===== src/rtl/uart_pkg.sv =====
// Shared UART definitions: frame state encoding, data width, idle level and default divider.
// Used by both the transmit path and the receive-side rework.
package uart_pkg;

    typedef enum logic [2:0] {
        IDLE,
        START,
        DATA,
        PARITY,
        STOP
    } uart_state_e;

    localparam int   UART_DATA_BITS       = 8;
    localparam logic UART_IDLE_LEVEL      = 1'b1;
    localparam int   UART_CLK_DIV_DEFAULT = 434;

    function automatic logic even_parity(input logic [UART_DATA_BITS-1:0] d);
        return ^d;
    endfunction

endpackage


===== src/rtl/uart_baud_tick.sv =====
// Bit-period counter: counts 0..CLK_DIV-1 while enabled and pulses tick on the wrap cycle.
// restart forces the count back to zero so a new frame starts on a full bit period.
module uart_baud_tick
    import uart_pkg::*;
#(
    parameter int CLK_DIV = UART_CLK_DIV_DEFAULT
) (
    input  logic clk,
    input  logic rst,
    input  logic restart,
    input  logic en,
    output logic tick
);

    localparam int                CNT_W   = (CLK_DIV > 1) ? $clog2(CLK_DIV) : 1;
    localparam logic [CNT_W-1:0]  CNT_MAX = CNT_W'(CLK_DIV - 1);

    logic [CNT_W-1:0] cnt_q;
    logic [CNT_W-1:0] cnt_d;

    always_comb begin
        cnt_d = cnt_q;
        if (restart || !en) begin
            cnt_d = '0;
        end else if (cnt_q == CNT_MAX) begin
            cnt_d = '0;
        end else begin
            cnt_d = cnt_q + CNT_W'(1);
        end
    end

    always_ff @(posedge clk or posedge rst) begin
        if (rst) begin
            cnt_q <= '0;
        end else begin
            cnt_q <= cnt_d;
        end
    end

    assign tick = en && !restart && (cnt_q == CNT_MAX);

endmodule


===== src/rtl/uart_transmisor.sv =====
// UART transmitter: start bit, 8 data bits LSB first, optional even parity, one stop bit.
// Define UART_TX_PARITY_EN to insert the parity bit (8E1); default build is 8N1.
module uart_transmisor
    import uart_pkg::*;
#(
    parameter int CLK_DIV   = UART_CLK_DIV_DEFAULT,
    parameter int DATA_BITS = UART_DATA_BITS
) (
    input  logic                 clk,
    input  logic                 rst,
    input  logic [DATA_BITS-1:0] tx_data,
    input  logic                 tx_valid,
    output logic                 tx_ready,
    output logic                 tx,
    output logic                 busy
);

    localparam int               IDX_W    = $clog2(DATA_BITS);
    localparam logic [IDX_W-1:0] LAST_IDX = IDX_W'(DATA_BITS - 1);

    uart_state_e            state_q, state_d;
    logic [DATA_BITS-1:0]   shift_q, shift_d;
    logic [IDX_W-1:0]       bit_idx_q, bit_idx_d;
    logic                   tx_q, tx_d;
    logic                   tx_ready_q, tx_ready_d;
    logic                   busy_q, busy_d;
`ifdef UART_TX_PARITY_EN
    logic                   parity_q, parity_d;
`endif

    logic accept;
    logic tick;

    assign accept = tx_valid && tx_ready_q;

    uart_baud_tick #(
        .CLK_DIV (CLK_DIV)
    ) u_baud (
        .clk     (clk),
        .rst     (rst),
        .restart (accept),
        .en      (busy_q),
        .tick    (tick)
    );

    always_comb begin
        state_d    = state_q;
        shift_d    = shift_q;
        bit_idx_d  = bit_idx_q;
        tx_d       = tx_q;
        tx_ready_d = tx_ready_q;
        busy_d     = busy_q;
`ifdef UART_TX_PARITY_EN
        parity_d   = parity_q;
`endif
        case (state_q)
            IDLE: begin
                if (accept) begin
                    state_d    = START;
                    shift_d    = tx_data;
                    bit_idx_d  = '0;
                    tx_d       = 1'b0;
                    tx_ready_d = 1'b0;
                    busy_d     = 1'b1;
`ifdef UART_TX_PARITY_EN
                    parity_d   = even_parity(tx_data);
`endif
                end
            end
            START: begin
                if (tick) begin
                    state_d   = DATA;
                    tx_d      = shift_q[0];
                    shift_d   = shift_q >> 1;
                    bit_idx_d = '0;
                end
            end
            DATA: begin
                // Each boundary presents the current LSB and shifts the next bit down.
                if (tick) begin
                    if (bit_idx_q == LAST_IDX) begin
`ifdef UART_TX_PARITY_EN
                        state_d = PARITY;
                        tx_d    = parity_q;
`else
                        state_d = STOP;
                        tx_d    = UART_IDLE_LEVEL;
`endif
                    end else begin
                        tx_d      = shift_q[0];
                        shift_d   = shift_q >> 1;
                        bit_idx_d = bit_idx_q + IDX_W'(1);
                    end
                end
            end
`ifdef UART_TX_PARITY_EN
            PARITY: begin
                if (tick) begin
                    state_d = STOP;
                    tx_d    = UART_IDLE_LEVEL;
                end
            end
`endif
            STOP: begin
                if (tick) begin
                    state_d    = IDLE;
                    tx_d       = UART_IDLE_LEVEL;
                    tx_ready_d = 1'b1;
                    busy_d     = 1'b0;
                end
            end
            default: begin
                state_d    = IDLE;
                tx_d       = UART_IDLE_LEVEL;
                tx_ready_d = 1'b1;
                busy_d     = 1'b0;
            end
        endcase
    end

    always_ff @(posedge clk or posedge rst) begin
        if (rst) begin
            state_q    <= IDLE;
            shift_q    <= '0;
            bit_idx_q  <= '0;
            tx_q       <= UART_IDLE_LEVEL;
            tx_ready_q <= 1'b1;
            busy_q     <= 1'b0;
`ifdef UART_TX_PARITY_EN
            parity_q   <= 1'b0;
`endif
        end else begin
            state_q    <= state_d;
            shift_q    <= shift_d;
            bit_idx_q  <= bit_idx_d;
            tx_q       <= tx_d;
            tx_ready_q <= tx_ready_d;
            busy_q     <= busy_d;
`ifdef UART_TX_PARITY_EN
            parity_q   <= parity_d;
`endif
        end
    end

    assign tx       = tx_q;
    assign tx_ready = tx_ready_q;
    assign busy     = busy_q;

endmodule

===== config.mk =====
export PLATFORM = sky130hd
export DESIGN_NAME = uart_transmisor
export DESIGN_NICKNAME = d
export VERILOG_FILES = /design/src/rtl/uart_pkg.sv /design/src/rtl/uart_baud_tick.sv /design/src/rtl/uart_transmisor.sv
export SDC_FILE = /design/constraint.sdc
export NUM_CORES = 1
export LEC_CHECK = 0
export CORE_ASPECT_RATIO = 0.9
export CORE_MARGIN = 4
export CORE_UTILIZATION = 50
export CTS_CLUSTER_DIAMETER = 200
export DETAILED_ROUTE_END_ITERATION = 7
export GPL_TIMING_DRIVEN = 0
export HOLD_SLACK_MARGIN = 0.1
export PLACE_DENSITY = 0.74
export SETUP_SLACK_MARGIN = 0.02
export SLEW_MARGIN = 20
export SYNTH_ARGS = -nofsm -noshare
export SYNTH_HDL_FRONTEND = slang
export SYNTH_SLANG_ARGS = --single-unit

===== constraint.sdc =====
create_clock -name clk -period 1.8 [get_ports clk]
set_input_delay 0.27 -clock clk [delete_from_list [all_inputs] [get_ports clk]]
set_output_delay 0.27 -clock clk [all_outputs]
set_load 0.01 [all_outputs]

---- Word level (Yosys, flattened, before mapping) ----
Index checks and enable logic that the tools add are counted.
storage, ports and cells
  logic and storage cells ................. 61
  input port bits ......................... 11
  bits in registers ....................... 26
  output and inout bits ................... 3
cells by class
  muxes and demuxes ....................... 27
  bitwise operators ....................... 1
  add/sub/neg operators ................... 2
  reduce and logical (&&, ||, !) cells .... 13
  equal/unequal tests ..................... 11
operators by type and width
  cell                                            count
  2-to-1 mux 8 bit                                4
  2-to-1 mux 3 bit                                8
  case mux 8 bit (3 select lines)                 1
  2-to-1 mux 9 bit                                2
  case mux 3 bit (4 select lines)                 1
  != test 2 bit (second input constant)           5
  AND reduction 5 bit                             2
  adder 9 x 1 -> 9 bit (second input constant)    1
  == test 9 bit (second input constant)           1
  case mux 3 bit (3 select lines)                 1
  2-to-1 mux 1 bit                                7
  == test 3 bit (second input constant)           2
  case mux 1 bit (3 select lines)                 2
  case mux 1 bit (4 select lines)                 1
  AND reduction 4 bit                             1
  adder 3 x 1 -> 3 bit (second input constant)    1
  == test 3 x 1 -> 1 bit (second input constant)  1
  == test 3 x 2 -> 1 bit (second input constant)  1
  logical AND 1 bit                               3
  logical NOT 3 bit                               1
  AND reduction 3 bit                             1
  nonzero test 3 bit                              1
  logical NOT 1 bit                               2
  != test 2 x 1 -> 1 bit (second input constant)  1
  other kinds (3)                                 3

---- Depth between registers and ports, before layout ----
Gate-level depths: netlist of the first run.
  depth after elaboration ................. 6
  depth in mapped cells ................... 8
  gate-level depth less buffers ........... 6

---- Hierarchy ----
A second synthesis of the first run with hierarchy kept.
unflattened totals
  cells, all modules ...................... 144
  area total of the unflattened synthesis .. 1420.1 um^2
modules (own cells, without submodules)
  module           cells each  instances  sequential area each (um^2)  area an instance (um^2)
  uart_transmisor  93          1          427.9                        923.4
  uart_baud_tick   51          1          225.2                        496.7

---- Least setup slack after synthesis of the first run ----
OpenSTA, ideal clock, no wires.
  path type ............................... flip-flop to flip-flop
  start ................................... register u_baud.cnt_q[0]
  end ..................................... register bit_idx_q[0]
  period minus slack after synthesis ...... 1836 ps
  library setup time ...................... 125 ps
  cell stages (with the launch flop) ...... 8
  buffers on the path ..................... 2
  data required time ...................... 1675 ps
  setup slack ............................. -36 ps
  arrival ................................. 1711 ps
  cell sequence ........................... dfrtp_1 > ha_1 > and4b_1 > and4_4 > buf_6 > o211a_4 > buf_6 > mux2_4
between the ends
  cells in the longest elaborated chain, start to end .. 4
  elaborated cells on any way between the ends .. 5
  those cells by class .................... 3 x eq/ne; 2 x reduce/logical
RTL lines
  what                                      line                    source
  start, declared                           uart_baud_tick.sv:18    logic [CNT_W-1:0] cnt_q;
  start signal, assigned                    uart_baud_tick.sv:36    cnt_q <= cnt_d;
  == test 9 bit (*)                         uart_baud_tick.sv:40    assign tick = en && !restart && (cnt_q == CNT_MAX);
  logical AND 1 bit (*)                     uart_baud_tick.sv:40
  != test 2 bit (no source line)            --
  AND reduction 5 bit (no source line) (*)  --
  end signal, assigned                      uart_transmisor.sv:135  bit_idx_q <= bit_idx_d;
  end, declared                             uart_transmisor.sv:23   logic [IDX_W-1:0] bit_idx_q, bit_idx_d;
Every way passes the cells marked *; elsewhere a longest branch is shown, timed or not.
A chain may end at the register's enable or synchronous reset.

---- Worst setup path in the final report of the first run ----
  start ................................... register bit_idx_q[1]
  end ..................................... register bit_idx_q[0]
between the ends
  cells in the longest elaborated chain, start to end .. 3
RTL lines
  what                                  line                   source
  == test 3 bit                         uart_transmisor.sv:81  if (bit_idx_q == LAST_IDX) begin
  != test 2 bit (no source line)        --
  AND reduction 5 bit (no source line)  --
No other way between the ends.

==> impl_metrics.py, run 1 <==
metrics = {
    "finish": {
        "final_area_mm2": 0.00174,
        "fin_util_pct": 63.8,
        "final_common_cell": "dfrtp_1",
        "layout_common_cells": "dfrtp_1, clkdlybuf4s50_1, nor2_1, mux2_2, mux2_4",
        "post_route_cells_drive_above_1_share_pct": 27.5,
        "antenna_cells": 0,
        "area_delta_synth_final_pct": 22.7,
        "nets": 165,
    },
    "timing": {
        "skew_ns": 0.0152,
        "tightest_slew_ns": 0.966,
        "slew_violations": 0,
        "max_slew_margin_pct": 35.5,
        "setup_viol": 2,
        "max_freq_mhz": 553,
        "rsz0062_at_grt": "true",
        "fin_ws_ns": -0.00850,
        "fin_crit_sh_pct": 100,
        "hold_viol": 0,
        "min_period_ns": 1.81,
    },
    "cts": {
        "cts_buffers": 3,
        "cts.sinks": 26,
        "cts_root_buf": "clkbuf_4",
        "h-tree-depth": 1,
        "clk_transition_reported_paths_ns": 0.15,
        "hold_buffers": 0,
        "cts_max_path_buffers": 2,
        "cts_tree": "done",
        "clkLatencyLatePin_ns": 0.33,
    },
    "critical_path": {
        "cpPeakStageDelay_ns": 0.42,
        "required_ns": 2.02,
        "startpoint_type": "flip-flop",
        "path_cells": "ha_1 > ha_1 > o22ai_2 > o211a_4 > buf_12 > mux2_4",
        "end_kind": "flip-flop",
        "cp_max_fo": 5,
        "crit_top_cell": "ha_1",
        "r2r_cells": 6,
        "critPathArrivalTime_ns": 2.03,
        "path_class": "reg -> reg",
        "slowest_stage": "dfrtp_1",
    },
    "route": {
        "wl_mm": 2.67,
        "detail-route-antenna-nets": 0,
        "drt-wirelength-per-cell_um": 14.1,
        "first_iter_violations": 51,
        "drc": 0,
        "dr.pass1.iters": 4,
        "routed_via_density": 5.30,
        "vias": 1001,
    },
    "power": {
        "ir_drop_uv": 681,
        "finalPower_mw": 1.91,
        "p_per_area_mw_per_mm2": 1100,
        "leakage_nw": 0.790,
    },
    "logic_synthesis": {
        "synthAdderAreaFrac_pct": 3.53,
        "synth_async_sr_flop_share_pct": 100,
        "synth_xor_area_share_pct": 4.95,
        "synthCells": 127,
        "synth_top_family_by_area": "multiplexers",
        "synth_compound_area_share_pct": 10.3,
        "ys_seq_area_share_pct": 46.1,
        "synth_flop_cell": "dfrtp_1",
        "yosys.area_share.simple_pct": 14.0,
        "synth_cell_type_count": 35,
        "ys_warn_count": 0,
        "syn_area_per_cell_um2": 11.2,
        "yosys.area.top_type_share_pct": 42.4,
        "syn_area_mm2": 0.00142,
        "synth_top_cell_by_area": "dfrtp_1",
        "muxShareOfSynthArea_pct": 16.7,
        "synth_area_leaders": "dfrtp_1, mux2_4, mux2_2, dfstp_2, ha_1",
        "ys_ff_latch": 26,
        "synth_edf_count": 0,
        "synth_nets": 142,
    },
    "global_routing": {
        "grt_max_degree": 27,
        "antenna_found_initial": 0,
        "grt_pass1_wl_mm": 4.84,
        "grt_usage_pct": 16.6,
        "grt_pass1_vias": 1082,
        "grt-ovfl-total": 0,
    },
    "placed_design": {
        "hpwl_mm": 1.90,
        "place.gp.congestion": 0.771,
        "io_buffers": 13,
        "place_area_mm2": 0.00160,
    },
    "floorplan": {
        "die_w_um": 64.1,
        "ioPinCount": 14,
        "dieArea_mm2": 0.00375,
        "die_h_um": 58.5,
        "core_mm2": 0.00273,
        "start_util_pct": 52.0,
        "rows": 18,
    },
    "outcome": {
        "status": "finished, violations left",
        "failed_checks": "negative setup slack",
    },
    "min_path": {
        "hold_path.class": "in -> async",
    },
    "flow_run": {
        "cap_viol_max_count": 0,
    },
}
-- Yosys cell counts (2+ instances only) --
| cell type | instances |
|---|---|
| o22ai_1 | 3 |
| xnor2_1 | 5 |
| nor3_1 | 4 |
| inv_1 | 6 |
| mux2_2 | 9 |
| clkbuf_1 | 3 |
| ha_1 | 4 |
| buf_6 | 2 |
| nor3b_1 | 2 |
| xor2_1 | 3 |
| a21oi_1 | 4 |
| mux2_4 | 9 |
| nand3_1 | 4 |
| o21ai_0 | 6 |
| nand2_1 | 8 |
| dfrtp_1 | 24 |
| nor2_1 | 12 |
| dfstp_2 | 2 |
-- state kept, by name (all words and copies together), names as in the netlist --
signal and cells:
state_q 3, busy 1, bit_idx_q 3, shift_q 8
tx 1, u_baud.cnt_q 9, tx_ready 1
-- cell families (layout without fill, tap and decap cells) --
group	Yosys count	after routing
AOI/OAI and AO/OA	21	21
xor gates and xnor gates	8	8
adders and majority gates	4	4
buffers and inverters	12	34
DFF	26	26
muxes	18	18
and+or+nand+nor	38	38
-- worst paths after layout --
path                               from      endpoint  slack, ns
max reg2reg                bit_idx_q[1]  bit_idx_q[0]     -0.008
min                                 rst    shift_q[5]       0.43
min in group clk             shift_q[4]    shift_q[4]       0.52
min reg2reg                  shift_q[4]    shift_q[4]       0.52
max                        bit_idx_q[1]  bit_idx_q[0]     -0.008
max in group asynchronous           rst  bit_idx_q[0]       0.77
-- worst max-delay path, delay by kind of cell (launching register included) --
family	cells	cell delay (ns)
AO/OA/AOI/OAI	2	0.43
buffers and inverters	1	0.13
flip-flops	1	0.42
adder cells (fa/ha/maj)	2	0.42
multiplexers	1	0.30
-- power by group --
part,switching [mW],internal (mW)
clock network,0.175,0.226
registers,0.139,0.766
logic,0.223,0.377
-- area by class of cell --
class                   count  area, µm²
clock buffers               3       22.5
plain buffers               5       37.5
multi-input cells          89        724
clock inverters             1       30.0
inverters                   6       22.5
flip-flops and latches     26        653
well taps                  40       50.0
fillers                   224        987
repair buffers             19        198
-- per-stage QoR --
stage | setup TNS [ns] | setup slack, ns | cells | hold WS (ns)
2_1_floorplan | -0.0832 | -0.00924 | 127 | 0.309
3_3_place_gp | -2.43 | -0.253 | 180 | 0.470
3_5_place_dp | -2.53 | -0.269 | 180 | 0.492
4_1_cts | -0.0424 | -0.0182 | 189 | 0.482
5_1_grt | -0.741 | -0.0969 | 189 | 0.513
6_report | -0.0169 | -0.00850 | 189 | 0.434
-- metal layers --
metal,GRT usage (%),up-vias,wire length (µm)
met5,0,-,0
met4,6.33,0,57
met3,5.15,8,128
met2,27.8,26,1280
met1,20.2,478,1200
li1,-,489,-
-- timing repair --
action | in CTS | in global routing
gates cloned | 1 | 0
resized for setup | 4 | 8
pin swaps | 3 | 1
buffers inserted | 5 | 0
endpoints found under the setup margin | 10 | 14
Power figures use the tool's default switching activity.
==> run 2: changes to the inputs <==
CORE_UTILIZATION = 45   (was 50)
PLACE_DENSITY = 0.68   (was 0.74)
==> impl_metrics.py, run 2 (same netlist as run 1, synthesis figures left out) <==
metrics = {
    "outcome": {
        "status": "finished, violations left",
        "failed_checks": "negative setup slack",
    },
    "finish": {
        "largest_register_ffs": 9,
        "area_delta_synth_final_pct": 21.5,
        "nets": 166,
        "final_common_cell": "dfrtp_1",
        "finalNonFillerCells": 191,
        "top_register": "u_baud.cnt_q",
        "largestRegisters": "u_baud.cnt_q (9), shift_q (8)",
        "fin_util_pct": 56.5,
        "antenna_cells": 0,
        "final_area_mm2": 0.00172,
        "layout_common_cells": "dfrtp_1, clkdlybuf4s50_1, nor2_1, mux2_4",
        "post_route_cells_drive_above_1_share_pct": 26.8,
    },
    "route": {
        "drc": 0,
        "vias": 986,
        "routed_via_density": 5.16,
        "dr.pass1.iters": 4,
        "wl_mm": 2.55,
        "first_iter_violations": 48,
        "drt-wirelength-per-cell_um": 13.4,
        "detail-route-antenna-nets": 0,
    },
    "floorplan": {
        "dieArea_mm2": 0.00411,
        "rows": 19,
        "die_h_um": 61.2,
        "die_w_um": 67.1,
        "core_mm2": 0.00304,
        "ioPinCount": 14,
        "start_util_pct": 46.5,
    },
    "timing": {
        "skew_ns": 0.00426,
        "max_slew_margin_pct": 40.3,
        "fin_crit_sh_pct": 104,
        "tns_ns": -0.608,
        "max_freq_mhz": 533,
        "tightest_slew_ns": 0.890,
        "setup_viol": 9,
        "whs_ns": 0.332,
        "slew_violations": 0,
        "rsz0062_at_grt": "true",
        "min_period_ns": 1.88,
        "hold_viol": 0,
        "fin_ws_ns": -0.0763,
    },
    "global_routing": {
        "grt_busiest_layer": "met2",
        "use_met3_pct": 3.10,
        "grt_pass1_wl_mm": 4.27,
        "grt_pass1_vias": 949,
        "antenna_found_initial": 0,
        "grtUsageMet1_pct": 19.0,
        "grt-ovfl-total": 0,
        "grt_max_degree": 27,
        "grt_usage_pct": 13.7,
        "met2_usage_pct": 21.6,
    },
    "power": {
        "leakage_nw": 0.783,
        "p_per_area_mw_per_mm2": 1020,
        "finalPower_mw": 1.75,
        "ir_drop_uv": 500,
    },
    "critical_path": {
        "path_class": "reg -> reg",
        "crit_buf_inv": 2,
        "cpPeakStageDelay_ns": 0.41,
        "crit_family": "adder cells",
        "required_ns": 2.01,
        "critPathArrivalTime_ns": 2.09,
        "startpoint_type": "flip-flop",
        "slowest_stage": "dfrtp_1",
        "end_kind": "flip-flop",
        "path_cells": "ha_1 > ha_1 > o22ai_2 > o211a_4 > buf_4 > buf_16 > mux2_4",
        "crit_top_cell": "ha_1",
        "cp_max_fo": 5,
    },
    "placed_design": {
        "io_buffers": 13,
        "place_area_mm2": 0.00161,
        "place_inst": 182,
        "place.gp.congestion": 0.796,
        "hpwl_mm": 1.81,
        "dp_slack_ns": -0.268,
    },
    "flow_run": {
        "cap_viol_max_count": 0,
    },
    "cts": {
        "cts_root_buf": "clkbuf_4",
        "cts.sinks": 26,
        "clkLatencyLatePin_ns": 0.31,
        "cts_buffers": 3,
        "cts_max_path_buffers": 2,
        "cts_tree": "done",
        "clk_transition_reported_paths_ns": 0.13,
        "h-tree-depth": 1,
    },
    "min_path": {
        "hold_path.class": "in -> async",
    },
}
[run 2: worst register-to-register path, delay by kind of cell, from the launching register on]
kind,cells,cell delay [ns]
fa+ha+maj,2,0.43
flops,1,0.41
compound gates,2,0.40
mux,1,0.29
buf+inv,2,0.23
[run 2: power breakdown]
part	total (mW)	internal [mW]	switching, mW
Clock	0.237	0.0782	0.159
Combinational	0.605	0.385	0.220
Sequential	0.905	0.767	0.138
[run 2: repair_timing]
action                     4_1_cts  5_1_grt
buffers inserted                 5        1
cloned                           1        0
pin swaps                        2        0
setup endpoints to repair       10       14
hold buffers                     0        0
resized for setup                3       10
[run 2: worst paths after layout]
kind / slack (ns) / end / from / depth (start not counted)
worst max-delay path: -0.08 / shift_q[0] / bit_idx_q[0] / 7
worst min-delay path: 0.33 / shift_q[5] / rst / 2
worst max register to register: -0.08 / shift_q[0] / bit_idx_q[0] / 7
worst min register to register: 0.53 / shift_q[2] / shift_q[2] / 1
max in group asynchronous: 1.05 / u_baud.cnt_q[7] / rst / 2
min in group clk: 0.53 / shift_q[2] / shift_q[2] / 1
[run 2: cell type report]
type / instances / area (µm²)
inverters: 6 / 22.5
multi-input cells: 89 / 723
fillers: 291 / 1320
repair buffers: 20 / 209
plain buffers: 5 / 37.5
well taps: 42 / 52.6
clock buffers: 3 / 22.5
flip-flops and latches: 26 / 653
[run 2: layer usage]
| metal | vias up | wire, µm |
|---|---|---|
| met2 | 12 | 1160 |
| met5 | - | 0 |
| met3 | 4 | 84 |
| met1 | 474 | 1280 |
| met4 | 0 | 25 |
| li1 | 496 | - |
==> run 3: changes to the inputs <==
CORE_MARGIN = 1.5   (was 4)
==> impl_metrics.py, run 3 (same netlist as run 1, synthesis figures left out) <==
metrics = {
    "outcome": {
        "status": "finished, violations left",
        "failed_checks": "negative setup slack",
    },
    "finish": {
        "area_delta_synth_final_pct": 21.9,
        "fin_util_pct": 57.2,
        "final_area_mm2": 0.00173,
        "nets": 167,
        "top_register": "u_baud.cnt_q",
        "finalNonFillerCells": 193,
        "final_common_cell": "dfrtp_1",
        "antenna_cells": 0,
        "largestRegisters": "u_baud.cnt_q (9), shift_q (8)",
        "layout_common_cells": "dfrtp_1, clkdlybuf4s50_1, nor2_1, mux2_4",
        "post_route_cells_drive_above_1_share_pct": 28.5,
        "largest_register_ffs": 9,
    },
    "global_routing": {
        "grt_pass1_vias": 1024,
        "grt_max_degree": 27,
        "antenna_found_initial": 0,
        "grt_pass1_wl_mm": 4.53,
        "grt-ovfl-total": 0,
        "grt_usage_pct": 16.2,
    },
    "route": {
        "routed_via_density": 5.25,
        "detail-route-antenna-nets": 0,
        "vias": 1013,
        "drc": 0,
        "first_iter_violations": 36,
        "dr.pass1.iters": 6,
        "wl_mm": 2.61,
        "drt-wirelength-per-cell_um": 13.5,
    },
    "timing": {
        "rsz0062_at_grt": "true",
        "min_period_ns": 1.86,
        "hold_viol": 0,
        "skew_ns": 0.00915,
        "max_slew_margin_pct": 37.9,
        "fin_crit_sh_pct": 104,
        "whs_ns": 0.327,
        "setup_viol": 6,
        "fin_ws_ns": -0.0645,
        "max_freq_mhz": 536,
        "tightest_slew_ns": 0.926,
        "slew_violations": 0,
        "tns_ns": -0.346,
    },
    "power": {
        "p_per_area_mw_per_mm2": 1030,
        "leakage_nw": 0.781,
        "power_frac_clock_pct": 14.4,
        "intPower_mw": 1.25,
        "p_sw_share_pct": 30.0,
        "p_seq_share_pct": 50.9,
        "combPwrFrac_pct": 34.7,
        "ir_drop_uv": 704,
        "netSwitchingPower_mw": 0.535,
        "finalPower_mw": 1.78,
    },
    "placed_design": {
        "dp_slack_ns": -0.272,
        "place.gp.congestion": 0.764,
        "place_inst": 182,
        "hpwl_mm": 1.76,
        "place_area_mm2": 0.00161,
        "io_buffers": 13,
    },
    "cts": {
        "h-tree-depth": 1,
        "clkLatencyLatePin_ns": 0.32,
        "cts_max_path_buffers": 2,
        "cts_buffers": 3,
        "cts.sinks": 26,
        "clk_transition_reported_paths_ns": 0.14,
        "cts_tree": "done",
        "hold_buffers": 0,
        "cts_root_buf": "clkbuf_4",
    },
    "flow_run": {
        "cap_viol_max_count": 0,
    },
    "critical_path": {
        "end_kind": "flip-flop",
        "r2r_cells": 7,
        "startpoint_type": "flip-flop",
        "cp_max_fo": 5,
        "critPathArrivalTime_ns": 2.09,
        "required_ns": 2.02,
        "path_class": "reg -> reg",
    },
    "floorplan": {
        "die_h_um": 56.2,
        "ioPinCount": 14,
        "start_util_pct": 46.9,
        "rows": 19,
        "die_w_um": 62.1,
        "core_mm2": 0.00302,
        "dieArea_mm2": 0.00349,
    },
    "min_path": {
        "hold_path.class": "in -> async",
    },
}
run 3: cell type report:
class / count / area (µm²)
Fill cell: 272 / 1290
Buffer: 5 / 37.5
Inverter: 6 / 22.5
Clock buffer: 4 / 26.3
Tap cell: 42 / 52.6
Multi-Input combinational cell: 89 / 734
Sequential cell: 26 / 653
Timing Repair Buffer: 21 / 200
run 3: power groups by stage:
stage / combinational, mW / clock (mW) / sequential (mW)
floorplan: 0.425 / 0 / 0.883
global placement: 0.512 / 0 / 0.908
detailed placement: 0.530 / 0 / 0.916
CTS: 0.600 / 0.262 / 0.897
global route: 0.691 / 0.290 / 0.929
finish: 0.619 / 0.257 / 0.907
run 3: per-layer routing:
layer,share of wire [%],GRT usage [%]
met4,0.54,4.44
met2,46,26.2
met5,0,0
met3,3.0,2.02
met1,51,23.1
run 3: worst paths after layout:
kind	startpoint	end	slack (ns)
hold reg to reg	shift_q[4]	shift_q[4]	0.53
hold / removal	rst	shift_q[0]	0.33
min in group clk	shift_q[4]	shift_q[4]	0.53
max in group asynchronous	rst	shift_q[5]	1.04
setup reg to reg	bit_idx_q[0]	bit_idx_q[1]	-0.06
setup / recovery	bit_idx_q[0]	bit_idx_q[1]	-0.06
run 3: timing repair:
action | 4_1_cts | 5_1_grt
resized for setup | 8 | 6
setup endpoints to repair | 10 | 13
gates cloned | 1 | 0
pin swaps | 3 | 0
setup buffers | 6 | 2
run 3: critical path: stages, from the launching register on:
cell and delay (ns):
dfrtp_1 0.42, ha_1 0.22, ha_2 0.21, o22ai_2 0.20, o211a_4 0.20, buf_6 0.11
buf_12 0.11, mux2_4 0.30
